--- src/rtl/operand_fetch_stage_if.sv ---
// Operand fetch stage bundle: decode-side request, register file read /
// invalidate port, and issue-side result.
//   master : the operand fetch stage itself
//   slave  : the surroundings (decode, register file, execute)
// Decode  : in_valid/in_ready, in_opcode, in_src_a/b, in_use_a/b, in_dst, in_has_dst
// RegFile : rf_rd_id_a/b, rf_rd_val_a/b, rf_valid_a/b, rf_inv_en, rf_inv_id, rf_halted
// Execute : out_valid/out_ready, out_opcode, out_a/b, out_dst, out_has_dst
// Status  : stall_timeout, bad_reg_err
interface operand_fetch_stage_if #(
  parameter int REG_ID_W = 5,
  parameter int VALUE_W  = 64,
  parameter int OP_W     = 8
);
  logic                in_valid;
  logic                in_ready;
  logic [OP_W-1:0]     in_opcode;
  logic [REG_ID_W-1:0] in_src_a;
  logic [REG_ID_W-1:0] in_src_b;
  logic                in_use_a;
  logic                in_use_b;
  logic [REG_ID_W-1:0] in_dst;
  logic                in_has_dst;

  logic [REG_ID_W-1:0] rf_rd_id_a;
  logic [REG_ID_W-1:0] rf_rd_id_b;
  logic [VALUE_W-1:0]  rf_rd_val_a;
  logic [VALUE_W-1:0]  rf_rd_val_b;
  logic                rf_valid_a;
  logic                rf_valid_b;
  logic                rf_inv_en;
  logic [REG_ID_W-1:0] rf_inv_id;
  logic                rf_halted;

  logic                out_valid;
  logic                out_ready;
  logic [OP_W-1:0]     out_opcode;
  logic [VALUE_W-1:0]  out_a;
  logic [VALUE_W-1:0]  out_b;
  logic [REG_ID_W-1:0] out_dst;
  logic                out_has_dst;

  logic                stall_timeout;
  logic                bad_reg_err;

  modport master (
    input  in_valid, in_opcode, in_src_a, in_src_b, in_use_a, in_use_b, in_dst, in_has_dst,
    output in_ready,
    output rf_rd_id_a, rf_rd_id_b, rf_inv_en, rf_inv_id,
    input  rf_rd_val_a, rf_rd_val_b, rf_valid_a, rf_valid_b, rf_halted,
    output out_valid, out_opcode, out_a, out_b, out_dst, out_has_dst,
    input  out_ready,
    output stall_timeout, bad_reg_err
  );

  modport slave (
    output in_valid, in_opcode, in_src_a, in_src_b, in_use_a, in_use_b, in_dst, in_has_dst,
    input  in_ready,
    input  rf_rd_id_a, rf_rd_id_b, rf_inv_en, rf_inv_id,
    output rf_rd_val_a, rf_rd_val_b, rf_valid_a, rf_valid_b, rf_halted,
    input  out_valid, out_opcode, out_a, out_b, out_dst, out_has_dst,
    output out_ready,
    input  stall_timeout, bad_reg_err
  );
endinterface

--- src/rtl/operand_fetch_stage.sv ---
// Operand fetch stage: holds one decoded instruction, waits until every used
// source register is valid in the register file scoreboard, captures the
// operands, invalidates the destination and presents the instruction to
// execute with a valid/ready handshake.
// Ports:
//   clk   : clock, all state changes on posedge
//   reset : asynchronous, active-high
//   bus   : operand_fetch_stage_if.master (decode, register file, execute, status)
module operand_fetch_stage #(
  parameter int NUM_REGS    = 16,
  parameter int REG_ID_W    = 5,
  parameter int VALUE_W     = 64,
  parameter int OP_W        = 8,
  parameter int STALL_LIMIT = 1024
) (
  input  logic                  clk,
  input  logic                  reset,
  operand_fetch_stage_if.master bus
);

  typedef enum logic [1:0] {IDLE, WAIT, ISSUE} state_t;

  // Extra top bit so NUM_REGS == 2**REG_ID_W still compares correctly.
  localparam logic [REG_ID_W:0] REG_LIMIT = (REG_ID_W+1)'(NUM_REGS);
  localparam logic [15:0]       WAIT_LAST = 16'(STALL_LIMIT - 1);

  state_t              state;
  logic [OP_W-1:0]     h_opcode;
  logic [REG_ID_W-1:0] h_src_a;
  logic [REG_ID_W-1:0] h_src_b;
  logic                h_use_a;
  logic                h_use_b;
  logic [REG_ID_W-1:0] h_dst;
  logic                h_has_dst;
  logic [15:0]         wait_cnt;

  logic [OP_W-1:0]     out_opcode_q;
  logic [VALUE_W-1:0]  out_a_q;
  logic [VALUE_W-1:0]  out_b_q;
  logic [REG_ID_W-1:0] out_dst_q;
  logic                out_has_dst_q;
  logic                stall_timeout_q;
  logic                bad_reg_err_q;

  logic ready;
  logic accept;
  logic in_bad;
  logic ops_ok;

  // NOTE: every signal assigned in always_comb gets a default first, so no
  // path through the case leaves it unassigned and no latch is inferred.
  always_comb begin
    ready = 1'b0;
    unique case (state)
      IDLE:    ready = !bus.rf_halted;
      ISSUE:   ready = bus.out_ready && !bus.rf_halted;
      default: ready = 1'b0;
    endcase
    if (reset) ready = 1'b0;
  end

  assign accept = bus.in_valid && ready;
  assign in_bad = (bus.in_use_a   && ({1'b0, bus.in_src_a} >= REG_LIMIT)) ||
                  (bus.in_use_b   && ({1'b0, bus.in_src_b} >= REG_LIMIT)) ||
                  (bus.in_has_dst && ({1'b0, bus.in_dst}   >= REG_LIMIT));
  assign ops_ok = (!h_use_a || bus.rf_valid_a) && (!h_use_b || bus.rf_valid_b);

  assign bus.in_ready      = ready;
  assign bus.rf_rd_id_a    = h_src_a;
  assign bus.rf_rd_id_b    = h_src_b;
  // Invalidation strobes in the same cycle the operands are sampled, so a
  // source equal to dst is read before the register file marks it invalid.
  assign bus.rf_inv_en     = (state == WAIT) && ops_ok && h_has_dst;
  assign bus.rf_inv_id     = h_dst;
  assign bus.out_valid     = (state == ISSUE);
  assign bus.out_opcode    = out_opcode_q;
  assign bus.out_a         = out_a_q;
  assign bus.out_b         = out_b_q;
  assign bus.out_dst       = out_dst_q;
  assign bus.out_has_dst   = out_has_dst_q;
  assign bus.stall_timeout = stall_timeout_q;
  assign bus.bad_reg_err   = bad_reg_err_q;

  // NOTE: sequential state uses non-blocking assignments so every register
  // samples the pre-edge values regardless of statement order.
  always_ff @(posedge clk or posedge reset) begin
    // NOTE: everything here is a plain register, so the whole stage, holding
    // registers included, is cleared by reset.
    if (reset) begin
      state           <= IDLE;
      h_opcode        <= '0;
      h_src_a         <= '0;
      h_src_b         <= '0;
      h_use_a         <= 1'b0;
      h_use_b         <= 1'b0;
      h_dst           <= '0;
      h_has_dst       <= 1'b0;
      wait_cnt        <= '0;
      out_opcode_q    <= '0;
      out_a_q         <= '0;
      out_b_q         <= '0;
      out_dst_q       <= '0;
      out_has_dst_q   <= 1'b0;
      stall_timeout_q <= 1'b0;
      bad_reg_err_q   <= 1'b0;
    end else begin
      // Capture is shared by IDLE and ISSUE; an out-of-range instruction is
      // dropped and only leaves the sticky error behind.
      if (accept) begin
        if (in_bad) begin
          bad_reg_err_q <= 1'b1;
        end else begin
          h_opcode  <= bus.in_opcode;
          h_src_a   <= bus.in_src_a;
          h_src_b   <= bus.in_src_b;
          h_use_a   <= bus.in_use_a;
          h_use_b   <= bus.in_use_b;
          h_dst     <= bus.in_dst;
          h_has_dst <= bus.in_has_dst;
          wait_cnt  <= '0;
        end
      end

      unique case (state)
        IDLE: begin
          if (accept && !in_bad) state <= WAIT;
        end
        WAIT: begin
          if (ops_ok) begin
            out_opcode_q  <= h_opcode;
            out_a_q       <= h_use_a ? bus.rf_rd_val_a : '0;
            out_b_q       <= h_use_b ? bus.rf_rd_val_b : '0;
            out_dst_q     <= h_dst;
            out_has_dst_q <= h_has_dst;
            state         <= ISSUE;
          end else begin
            if (wait_cnt == WAIT_LAST) stall_timeout_q <= 1'b1;
            if (wait_cnt != 16'hFFFF)  wait_cnt <= wait_cnt + 16'd1;
          end
        end
        ISSUE: begin
          if (bus.out_ready) state <= (accept && !in_bad) ? WAIT : IDLE;
        end
        default: state <= IDLE;
      endcase
    end
  end

endmodule
--- src/flat_wrapper.sv ---
// flat-port wrapper written by rule: the top's interface ports become plain ports
module operand_fetch_stage_flat 
#(
  parameter int NUM_REGS    = 16,
  parameter int REG_ID_W    = 5,
  parameter int VALUE_W     = 64,
  parameter int OP_W        = 8,
  parameter int STALL_LIMIT = 1024
)
  (clk, reset, bus_in_valid, bus_in_opcode, bus_in_src_a, bus_in_src_b, bus_in_use_a, bus_in_use_b, bus_in_dst, bus_in_has_dst, bus_in_ready, bus_rf_rd_id_a, bus_rf_rd_id_b, bus_rf_inv_en, bus_rf_inv_id, bus_rf_rd_val_a, bus_rf_rd_val_b, bus_rf_valid_a, bus_rf_valid_b, bus_rf_halted, bus_out_valid, bus_out_opcode, bus_out_a, bus_out_b, bus_out_dst, bus_out_has_dst, bus_out_ready, bus_stall_timeout, bus_bad_reg_err);
  operand_fetch_stage_if #(.REG_ID_W(REG_ID_W), .VALUE_W(VALUE_W), .OP_W(OP_W)) bus_i ();
  input  logic clk;
  input  logic reset;
  input wire logic [$bits(bus_i.in_valid)-1:0] bus_in_valid;
  input wire logic [$bits(bus_i.in_opcode)-1:0] bus_in_opcode;
  input wire logic [$bits(bus_i.in_src_a)-1:0] bus_in_src_a;
  input wire logic [$bits(bus_i.in_src_b)-1:0] bus_in_src_b;
  input wire logic [$bits(bus_i.in_use_a)-1:0] bus_in_use_a;
  input wire logic [$bits(bus_i.in_use_b)-1:0] bus_in_use_b;
  input wire logic [$bits(bus_i.in_dst)-1:0] bus_in_dst;
  input wire logic [$bits(bus_i.in_has_dst)-1:0] bus_in_has_dst;
  output wire logic [$bits(bus_i.in_ready)-1:0] bus_in_ready;
  output wire logic [$bits(bus_i.rf_rd_id_a)-1:0] bus_rf_rd_id_a;
  output wire logic [$bits(bus_i.rf_rd_id_b)-1:0] bus_rf_rd_id_b;
  output wire logic [$bits(bus_i.rf_inv_en)-1:0] bus_rf_inv_en;
  output wire logic [$bits(bus_i.rf_inv_id)-1:0] bus_rf_inv_id;
  input wire logic [$bits(bus_i.rf_rd_val_a)-1:0] bus_rf_rd_val_a;
  input wire logic [$bits(bus_i.rf_rd_val_b)-1:0] bus_rf_rd_val_b;
  input wire logic [$bits(bus_i.rf_valid_a)-1:0] bus_rf_valid_a;
  input wire logic [$bits(bus_i.rf_valid_b)-1:0] bus_rf_valid_b;
  input wire logic [$bits(bus_i.rf_halted)-1:0] bus_rf_halted;
  output wire logic [$bits(bus_i.out_valid)-1:0] bus_out_valid;
  output wire logic [$bits(bus_i.out_opcode)-1:0] bus_out_opcode;
  output wire logic [$bits(bus_i.out_a)-1:0] bus_out_a;
  output wire logic [$bits(bus_i.out_b)-1:0] bus_out_b;
  output wire logic [$bits(bus_i.out_dst)-1:0] bus_out_dst;
  output wire logic [$bits(bus_i.out_has_dst)-1:0] bus_out_has_dst;
  input wire logic [$bits(bus_i.out_ready)-1:0] bus_out_ready;
  output wire logic [$bits(bus_i.stall_timeout)-1:0] bus_stall_timeout;
  output wire logic [$bits(bus_i.bad_reg_err)-1:0] bus_bad_reg_err;
  assign bus_i.in_valid = bus_in_valid;
  assign bus_i.in_opcode = bus_in_opcode;
  assign bus_i.in_src_a = bus_in_src_a;
  assign bus_i.in_src_b = bus_in_src_b;
  assign bus_i.in_use_a = bus_in_use_a;
  assign bus_i.in_use_b = bus_in_use_b;
  assign bus_i.in_dst = bus_in_dst;
  assign bus_i.in_has_dst = bus_in_has_dst;
  assign bus_in_ready = bus_i.in_ready;
  assign bus_rf_rd_id_a = bus_i.rf_rd_id_a;
  assign bus_rf_rd_id_b = bus_i.rf_rd_id_b;
  assign bus_rf_inv_en = bus_i.rf_inv_en;
  assign bus_rf_inv_id = bus_i.rf_inv_id;
  assign bus_i.rf_rd_val_a = bus_rf_rd_val_a;
  assign bus_i.rf_rd_val_b = bus_rf_rd_val_b;
  assign bus_i.rf_valid_a = bus_rf_valid_a;
  assign bus_i.rf_valid_b = bus_rf_valid_b;
  assign bus_i.rf_halted = bus_rf_halted;
  assign bus_out_valid = bus_i.out_valid;
  assign bus_out_opcode = bus_i.out_opcode;
  assign bus_out_a = bus_i.out_a;
  assign bus_out_b = bus_i.out_b;
  assign bus_out_dst = bus_i.out_dst;
  assign bus_out_has_dst = bus_i.out_has_dst;
  assign bus_i.out_ready = bus_out_ready;
  assign bus_stall_timeout = bus_i.stall_timeout;
  assign bus_bad_reg_err = bus_i.bad_reg_err;
  operand_fetch_stage #(.NUM_REGS(NUM_REGS), .REG_ID_W(REG_ID_W), .VALUE_W(VALUE_W), .OP_W(OP_W), .STALL_LIMIT(STALL_LIMIT)) u_core (.clk(clk), .reset(reset), .bus(bus_i));
endmodule
--- config.mk ---
export PLATFORM = sky130hd
export DESIGN_NAME = operand_fetch_stage_flat
export DESIGN_NICKNAME = d
export VERILOG_FILES = /design/src/rtl/operand_fetch_stage_if.sv /design/src/rtl/operand_fetch_stage.sv /design/src/flat_wrapper.sv
export SDC_FILE = /design/constraint.sdc
export NUM_CORES = 1
export LEC_CHECK = 0
export BUFFER_PORTS_ARGS = -buffer_cell sky130_fd_sc_hd__buf_2
export CELL_PAD_IN_SITES_DETAIL_PLACEMENT = 0
export CELL_PAD_IN_SITES_GLOBAL_PLACEMENT = 1
export CORE_ASPECT_RATIO = 1.2
export CORE_MARGIN = 10
export CORE_UTILIZATION = 35
export CTS_BUF_LIST = sky130_fd_sc_hd__clkbuf_16
export DETAILED_ROUTE_END_ITERATION = 8
export PLACE_DENSITY = 0.82
export RECOVER_POWER = 50
export SLEW_MARGIN = 20
export SYNTH_ARGS = -nofsm -noshare
export SYNTH_HDL_FRONTEND = slang
export SYNTH_SLANG_ARGS = --single-unit
--- constraint.sdc ---
create_clock -name clk -period 9.3 [get_ports clk]
set_input_delay 2.79 -clock clk [delete_from_list [all_inputs] [get_ports clk]]
set_output_delay 2.79 -clock clk [all_outputs]
set_load 0.02 [all_outputs]
Word level (Yosys, flattened, before mapping)

Cells that the tools add are included.

Register bits after elaboration: 188
Memories kept: 0
Memory bits (writable): 0
Bits in read-only memories: 0
Bits in latches: 0

Multipliers: 0
Reduce and logical (&&, ||, !) cells: 23
Bitwise operators: 2
Equal/unequal tests: 7
Mux-type cells: 14
Order comparisons: 3
Shift-type cells: 0
Add/subtract/negate cells: 1
Divide/modulo/power cells: 0

Operator list:

| kind                  | count |
|---|---|
| $mux 64               | 2 |
| $mux 16               | 5 |
| $add 16x1->16 const B | 1 |
| $eq 16x10->1 const B  | 1 |
| $ne 16x16->1 const B  | 1 |
| $ge 5x5->1 const B    | 3 |
| $logic_and 1x1->1     | 9 |
| $mux 2                | 3 |
| $ne 2x1->1 const B    | 3 |
| $pmux 2 s3            | 1 |
| $reduce_and 2->1      | 3 |
| $reduce_and 3->1      | 2 |
| $logic_not 1->1       | 4 |
| $logic_or 1x1->1      | 4 |
| $eq 2x1->1 const B    | 1 |
| $eq 2x2->1 const B    | 1 |
| $logic_not 2->1       | 1 |
| $mux 1                | 2 |
| $not 1->1             | 2 |
| $pmux 1 s2            | 1 |

Longest topological paths before layout

Gate-level depths: netlist of the first run.

Depth in word-level cells: 9
Depth in mapped cells: 7
Depth with buffers taken out: 6

Worst setup path before layout of the first run

No wires, ideal clock.

Path kind: input -> output
From: input bus_rf_valid_b
To: output bus_rf_inv_en
Path slack: 3.081 ns
Stages: 4
Data required time: 6.510 ns
Buffers on the path: 1
Arrival time: 3.429 ns
Cells stage by stage: nor2b_1 nor3b_1 buf_2 and2_1

Word-level cells in the longest chain between the ends: 4

RTL lines:

| what                            | line                      | RTL |
|---|---|---|
| start: declaration              | flat_wrapper.sv:30        | `input wire logic [$bits(bus_i.rf_valid_b)-1:0] bus_rf_valid_b;` |
| $logic_or 1x1->1                | operand_fetch_stage.sv:66 | `assign ops_ok = (!h_use_a \|\| bus.rf_valid_a) && (!h_use_b \|\| bus.rf_valid_b);` |
| $logic_and 1x1->1               | operand_fetch_stage.sv:66 |  |
| $logic_and 1x1->1 (2 in series) | operand_fetch_stage.sv:73 | `assign bus.rf_inv_en = (state == WAIT) && ops_ok && h_has_dst;` |
| end: declaration                | flat_wrapper.sv:25        | `output wire logic [$bits(bus_i.rf_inv_en)-1:0] bus_rf_inv_en;` |

No other way between the ends.

==> out/qor.txt, run 1 <==
H-Tree Level Count -> 4
Pleak -> 5.28 nW
wl on met1 -> 10100 um
PortBufs -> 322
max layer used -> met4
final-report setup violation count -> 0
Layout Cells excl Fill -> 1399
HPWL after DPL -> 16700 um
Max Freq -> 153 MHz
DR vias -> 6612
Yosys warnings -> 0
Tot Pwr -> 2.89 mW
Root Buffer -> clkbuf_16
FFs w/ async S/R, synth -> 100%
final layout net count -> 1276
Fin Setup TNS -> 0 ps
post-synthesis sequential element count -> 188
Main synth FF type -> dfrtp_1
startpoint types -> primary input
status -> finished, violations left
drt initial violations -> 460
Antenna Nets Post-Route -> 0
EDFF count, synth -> 0
final worst path period share -> 70.2%
full die area -> 28100 sq um
type of the worst min-delay path -> reg2reg
height of the die -> 182 um
I/O pin count -> 323
P&R area growth vs syn -> 27.4%
synthesized area per cell -> 9.30 sq um
Inserted Diodes -> 0
initial core utilization -> 35.4%
clock sinks -> 188
CP Capture Type -> async pin
Clock Path Buffers -> 2
core box area -> 21600 sq um
share of cells above drive strength 1 -> 19.6%
Worst Hold Depth -> 2
min cycle time layout -> 6530 ps
Syn Inst Count -> 820
DR WL met3 -> 1680 um
vias in the first global route -> 6583
row count -> 59
worst path arrival time -> 6940 ps
Pins Over Slew Limit -> 187
vias per std cell -> 4.73
wire length per cell -> 17.3 um
number of hold buffers added after CTS -> 0
worst-skew pair later-pin latency -> 420 ps
Post-CTS Setup Inserts -> 0
PD cells -> 298 nW/um^2
Placed Cells -> 1369
RSZ-0062 raised after global routing -> false
CP max FO -> 117
Die Wd -> 155 um
max_cap viols -> 2
Yosys cell types -> 36
Max IR drop VDD -> 0.000145 V
hold slack -> 463 ps
Worst-path clk slew -> 70 ps
Post-route DRC -> 0
CTS tree -> done
max_slew headroom -> -248%
part of the Yosys area used for sequential elements -> 61.7%
Pre-antenna DRT Iters -> 5
Routability Congestion -> 0.767
syn nets -> 982
GRT Total Usage -> 16.6%
largest net degree at the start of global routing -> 118
first-pass GRT wire length -> 37600 um
DRT Wirelength -> 24200 um
Worst Clk Skew -> 9.45 ps
violated checks -> capacitance limit, slew limit
met2 wire length -> 12200 um
initial antenna violation count -> 0
crit path kind -> in2async
critical path required time -> 9720 ps
Post-CTS Resized -> 0
Least-Margin Pin Slew -> 5190 ps
Hold Fails Final Rpt -> 0
final core utilization -> 45.1%
worst r2r path cells -> 6
GRT overflow -> 0
synthesized area -> 7620 sq um
CTS Buf Count -> 17
## synth_stat cells, types with 3 or more instances
cell type / number / share of area [%]
and3_1: 5 / 0.41
nor2_1: 6 / 0.30
nand4_1: 10 / 0.82
buf_6: 9 / 1.3
nand3_1: 132 / 8.7
mux2i_1: 9 / 1.2
nor4_1: 3 / 0.25
a21o_1: 3 / 0.30
dfrtp_1: 188 / 62
clkbuf_1: 28 / 1.4
nor2b_1: 3 / 0.25
nor3_1: 5 / 0.33
nand2_1: 371 / 18
buf_2: 14 / 0.92
mux2_2: 8 / 1.2
## routing by layer
metal | up-vias | global-route usage, %
li1 | 3237 | -
met1 | 3121 | 20.4
met2 | 237 | 28.0
met3 | 17 | 5.11
met4 | 0 | 3.90
met5 | - | 0
## state kept, by name, summed over array words and instances, names as in the netlist
| signal | cells |
|---|---|
| u_core.bus.out_dst | 5 |
| u_core.bus.rf_inv_id | 5 |
| u_core.bus.out_b | 64 |
| u_core.bus.rf_rd_id_a | 5 |
| u_core.bus.out_has_dst | 1 |
| u_core.bus.out_opcode | 8 |
| u_core.state | 2 |
| u_core.bus.rf_rd_id_b | 5 |
| u_core.h_use_a | 1 |
| u_core.h_use_b | 1 |
| u_core.h_has_dst | 1 |
| u_core.bus.bad_reg_err | 1 |
| u_core.bus.out_a | 64 |
| u_core.bus.stall_timeout | 1 |
| u_core.wait_cnt | 16 |
| u_core.h_opcode | 8 |
## logic make-up after synthesis
logic type / Yosys count / share of synthesized area (%)
AOI/OAI and AO/OA: 14 / 1.62
adders and majority gates: 1 / 0.164
buffers and inverters: 56 / 3.97
DFF: 188 / 61.7
muxes: 17 / 2.36
and+or+nand+nor: 544 / 30.2
## stage by stage
step	worst slack (ps)	instance area, sq um
global route	1770	9710
CTS	2930	9920
floorplan	1400	7620
global placement	2940	9350
finish	2770	9710
detailed placement	2930	9350
## placed cells by master, fill, tap and decap left out, types with 2 or more instances in the layout
master	count
a21oi_1	2
clkbuf_16	17
nand3_1	132
clkbuf_1	152
nor4_1	3
nor2_1	6
dfrtp_1	186
bufinv_16	2
a21o_1	3
nand4_1	10
nor2b_1	3
o21ai_0	3
mux2i_1	9
dfrtp_2	2
inv_6	4
clkinvlp_4	3
buf_2	171
and3_1	5
nand2_1	371
inv_1	2
mux2_2	8
nor3_1	5
buf_4	5
## where the power goes
group	total [mW]	internal (mW)	switching, mW
clock	0.724	0.397	0.327
combinational	0.938	0.233	0.705
sequential	1.23	1.09	0.142
## path summary, 6_finish.rpt
path	start	endpoint	slack [ps]
max	reset	u_core.bus.out_a[43]	2770
min reg2reg	u_core.bus.out_b[22]	u_core.bus.out_b[22]	460
max in group clk	bus_out_ready	bus_in_ready	2950
min in group asynchronous	reset	u_core.state[1]	3990
min	u_core.bus.out_b[22]	u_core.bus.out_b[22]	460
max reg2reg	u_core.state[1]	u_core.bus.out_b[6]	4840
## worst max-delay path, stage by stage
cell and delay, ps:
clkbuf_1 120, clkinvlp_2 2860, buf_4 1070
## layout make-up
cell class	instances	area [sq um]
Sequential cell	188	4710
Timing Repair Buffer	328	1460
Multi-Input combinational cell	576	2620
Inverter	3	12.5
Tap cell	274	343
Clock buffer	17	425
Clock inverter	13	141
Fill cell	2267	11800
Note: power is estimated with default switching activity, not from simulation.
==> run 2: changes to the inputs <==
- clock period: 9.3 -> 6.63 ns (I/O delays scaled with it)
==> run 2 against run 1 <==
The flow still finishes with violations (capacitance limit, slew limit). Sequential cell count did not move. Die area did not move. Worst hold slack barely moved. Clock skew rose by 2.0 ps. Largest power group unchanged. Final area rose by 1.3%. Critical path type is now in2out. Register-to-register slack got worse by 1200 ps. Global-route usage rose by 0.26 points. Via count rose by 0.14%. First-iteration DRC count rose by 3.3%. Clock power rose by 35%. Sequential share of layout area fell by 0.61 points. Clock-buffer cell count did not move.
==> out/qor.txt, run 2 (same netlist as run 1, synthesis figures left out) <==
Hold Startpoint -> u_core.bus.out_a[49]
share of cells above drive strength 1 -> 26.3%
I/O pin count -> 323
max_cap viols -> 1
drt initial violations -> 475
reg2reg setup slack -> 3620 ps
Die Wd -> 155 um
hold endpoint -> u_core.bus.out_a[49]
DR vias -> 6621
critical path, cell by cell -> clkbuf_1 > a2111oi_4 > buf_2
status -> finished, violations left
Least-Margin Pin Slew -> 2310 ps
most common cell after layout, fill and taps aside -> nand2_1
vias in the first global route -> 6770
final-report setup violation count -> 0
Post-CTS Resized -> 0
Post-CTS Setup Inserts -> 0
GRT overflow -> 0
Hold Fails Final Rpt -> 0
critical path required time -> 4640 ps
Pins Over Slew Limit -> 87
initial core utilization -> 35.4%
Routability Congestion -> 0.782
RSZ-0062 raised after global routing -> false
row count -> 59
full die area -> 28100 sq um
Worst-path clk slew -> 80 ps
final layout net count -> 1278
r2r endpoint -> u_core.bus.out_b[0]
Worst Hold Depth -> 2
worst r2r path cells -> 7
core box area -> 21600 sq um
type of the worst min-delay path -> reg2reg
P&R area growth vs syn -> 29.0%
PortBufs -> 322
Fin Setup TNS -> 0 ps
PD cells -> 412 nW/um^2
largest net degree at the start of global routing -> 189
Post-route DRC -> 0
CTS tree -> done
Antenna Nets Post-Route -> 0
Root Buffer -> clkbuf_16
GRT Total Usage -> 16.9%
first-pass GRT wire length -> 38400 um
Layout Cells excl Fill -> 1406
Max IR drop VDD -> 0.000211 V
worst-skew pair later-pin latency -> 420 ps
Crit-path slowest cell -> a2111oi_4
R2R Path Start -> u_core.h_use_a
initial antenna violation count -> 3
DRT Wirelength -> 24300 um
max incr delay on CP -> 420 ps
CP max FO -> 4
final worst path period share -> 72.0%
startpoint types -> primary input
clock sinks -> 188
Pleak -> 5.57 nW
max_slew headroom -> -54.0%
CTS Buf Count -> 17
Placed Cells -> 1370
Pre-antenna DRT Iters -> 4
crit path kind -> in2out
wire length per cell -> 17.3 um
most frequent cells in the layout -> nand2_1, buf_2, dfrtp_1, nand3_1, clkbuf_1
worst path arrival time -> 2790 ps
Worst Clk Skew -> 11.4 ps
number of hold buffers added after CTS -> 0
Max Freq -> 209 MHz
vias per std cell -> 4.71
min cycle time layout -> 4780 ps
Clock Path Buffers -> 2
height of the die -> 182 um
H-Tree Level Count -> 4
HPWL after DPL -> 16900 um
CP Capture Type -> primary output
violated checks -> capacitance limit, slew limit
-- run 2: final cells by class --
class	count	area [sq um]
sequential	188	4710
tap	274	343
inverter	3	15.0
antenna	3	7.51
fill	2184	11700
clock buffer	17	425
clock inverter	15	131
multi-input combinational	576	2620
timing repair buffer	330	1590
-- run 2: stage by stage --
step | hold slack (ps) | setup WS [ps] | power (mW) | area (sq um) | util [%]
floorplan | 439 | 2010 | 2.57 | 7630 | -
global placement | 439 | 1890 | 3.14 | 9370 | 43.4
detailed placement | 450 | 1850 | 3.18 | 9370 | 43.4
CTS | 466 | 1840 | 4.17 | 9920 | 46.0
global route | 481 | 1780 | 4.32 | 9830 | 45.6
finish | 463 | 1850 | 4.06 | 9840 | 45.6
-- run 2: worst max path at each step --
stage | start | end | slack, ps
after floorplan | bus_rf_valid_b | bus_rf_inv_en | 2010
after global placement | bus_out_ready | bus_in_ready | 1890
after detailed placement | bus_rf_valid_b | bus_rf_inv_en | 1850
after CTS | bus_rf_valid_b | bus_rf_inv_en | 1840
after global routing | reset | bus_in_ready | 1780
final | reset | bus_in_ready | 1850
-- run 2: worst max-delay path, delay by kind of cell --
family | cells | cell delay, ps
buf+inv | 2 | 380
compound gates | 1 | 420
-- run 2: power by group --
group | total (mW) | switching (mW) | internal [mW]
registers | 1.71 | 0.191 | 1.52
clock network | 0.981 | 0.486 | 0.495
logic | 1.36 | 0.988 | 0.375
total | 4.06 | 1.66 | 2.39
-- run 2: per-layer routing --
| layer | global-route usage (%) | routed length [um] |
|---|---|---|
| met5 | 0 | 0 |
| met4 | 4.96 | 332 |
| met3 | 4.52 | 1520 |
| met2 | 28.4 | 12400 |
| met1 | 20.7 | 10100 |
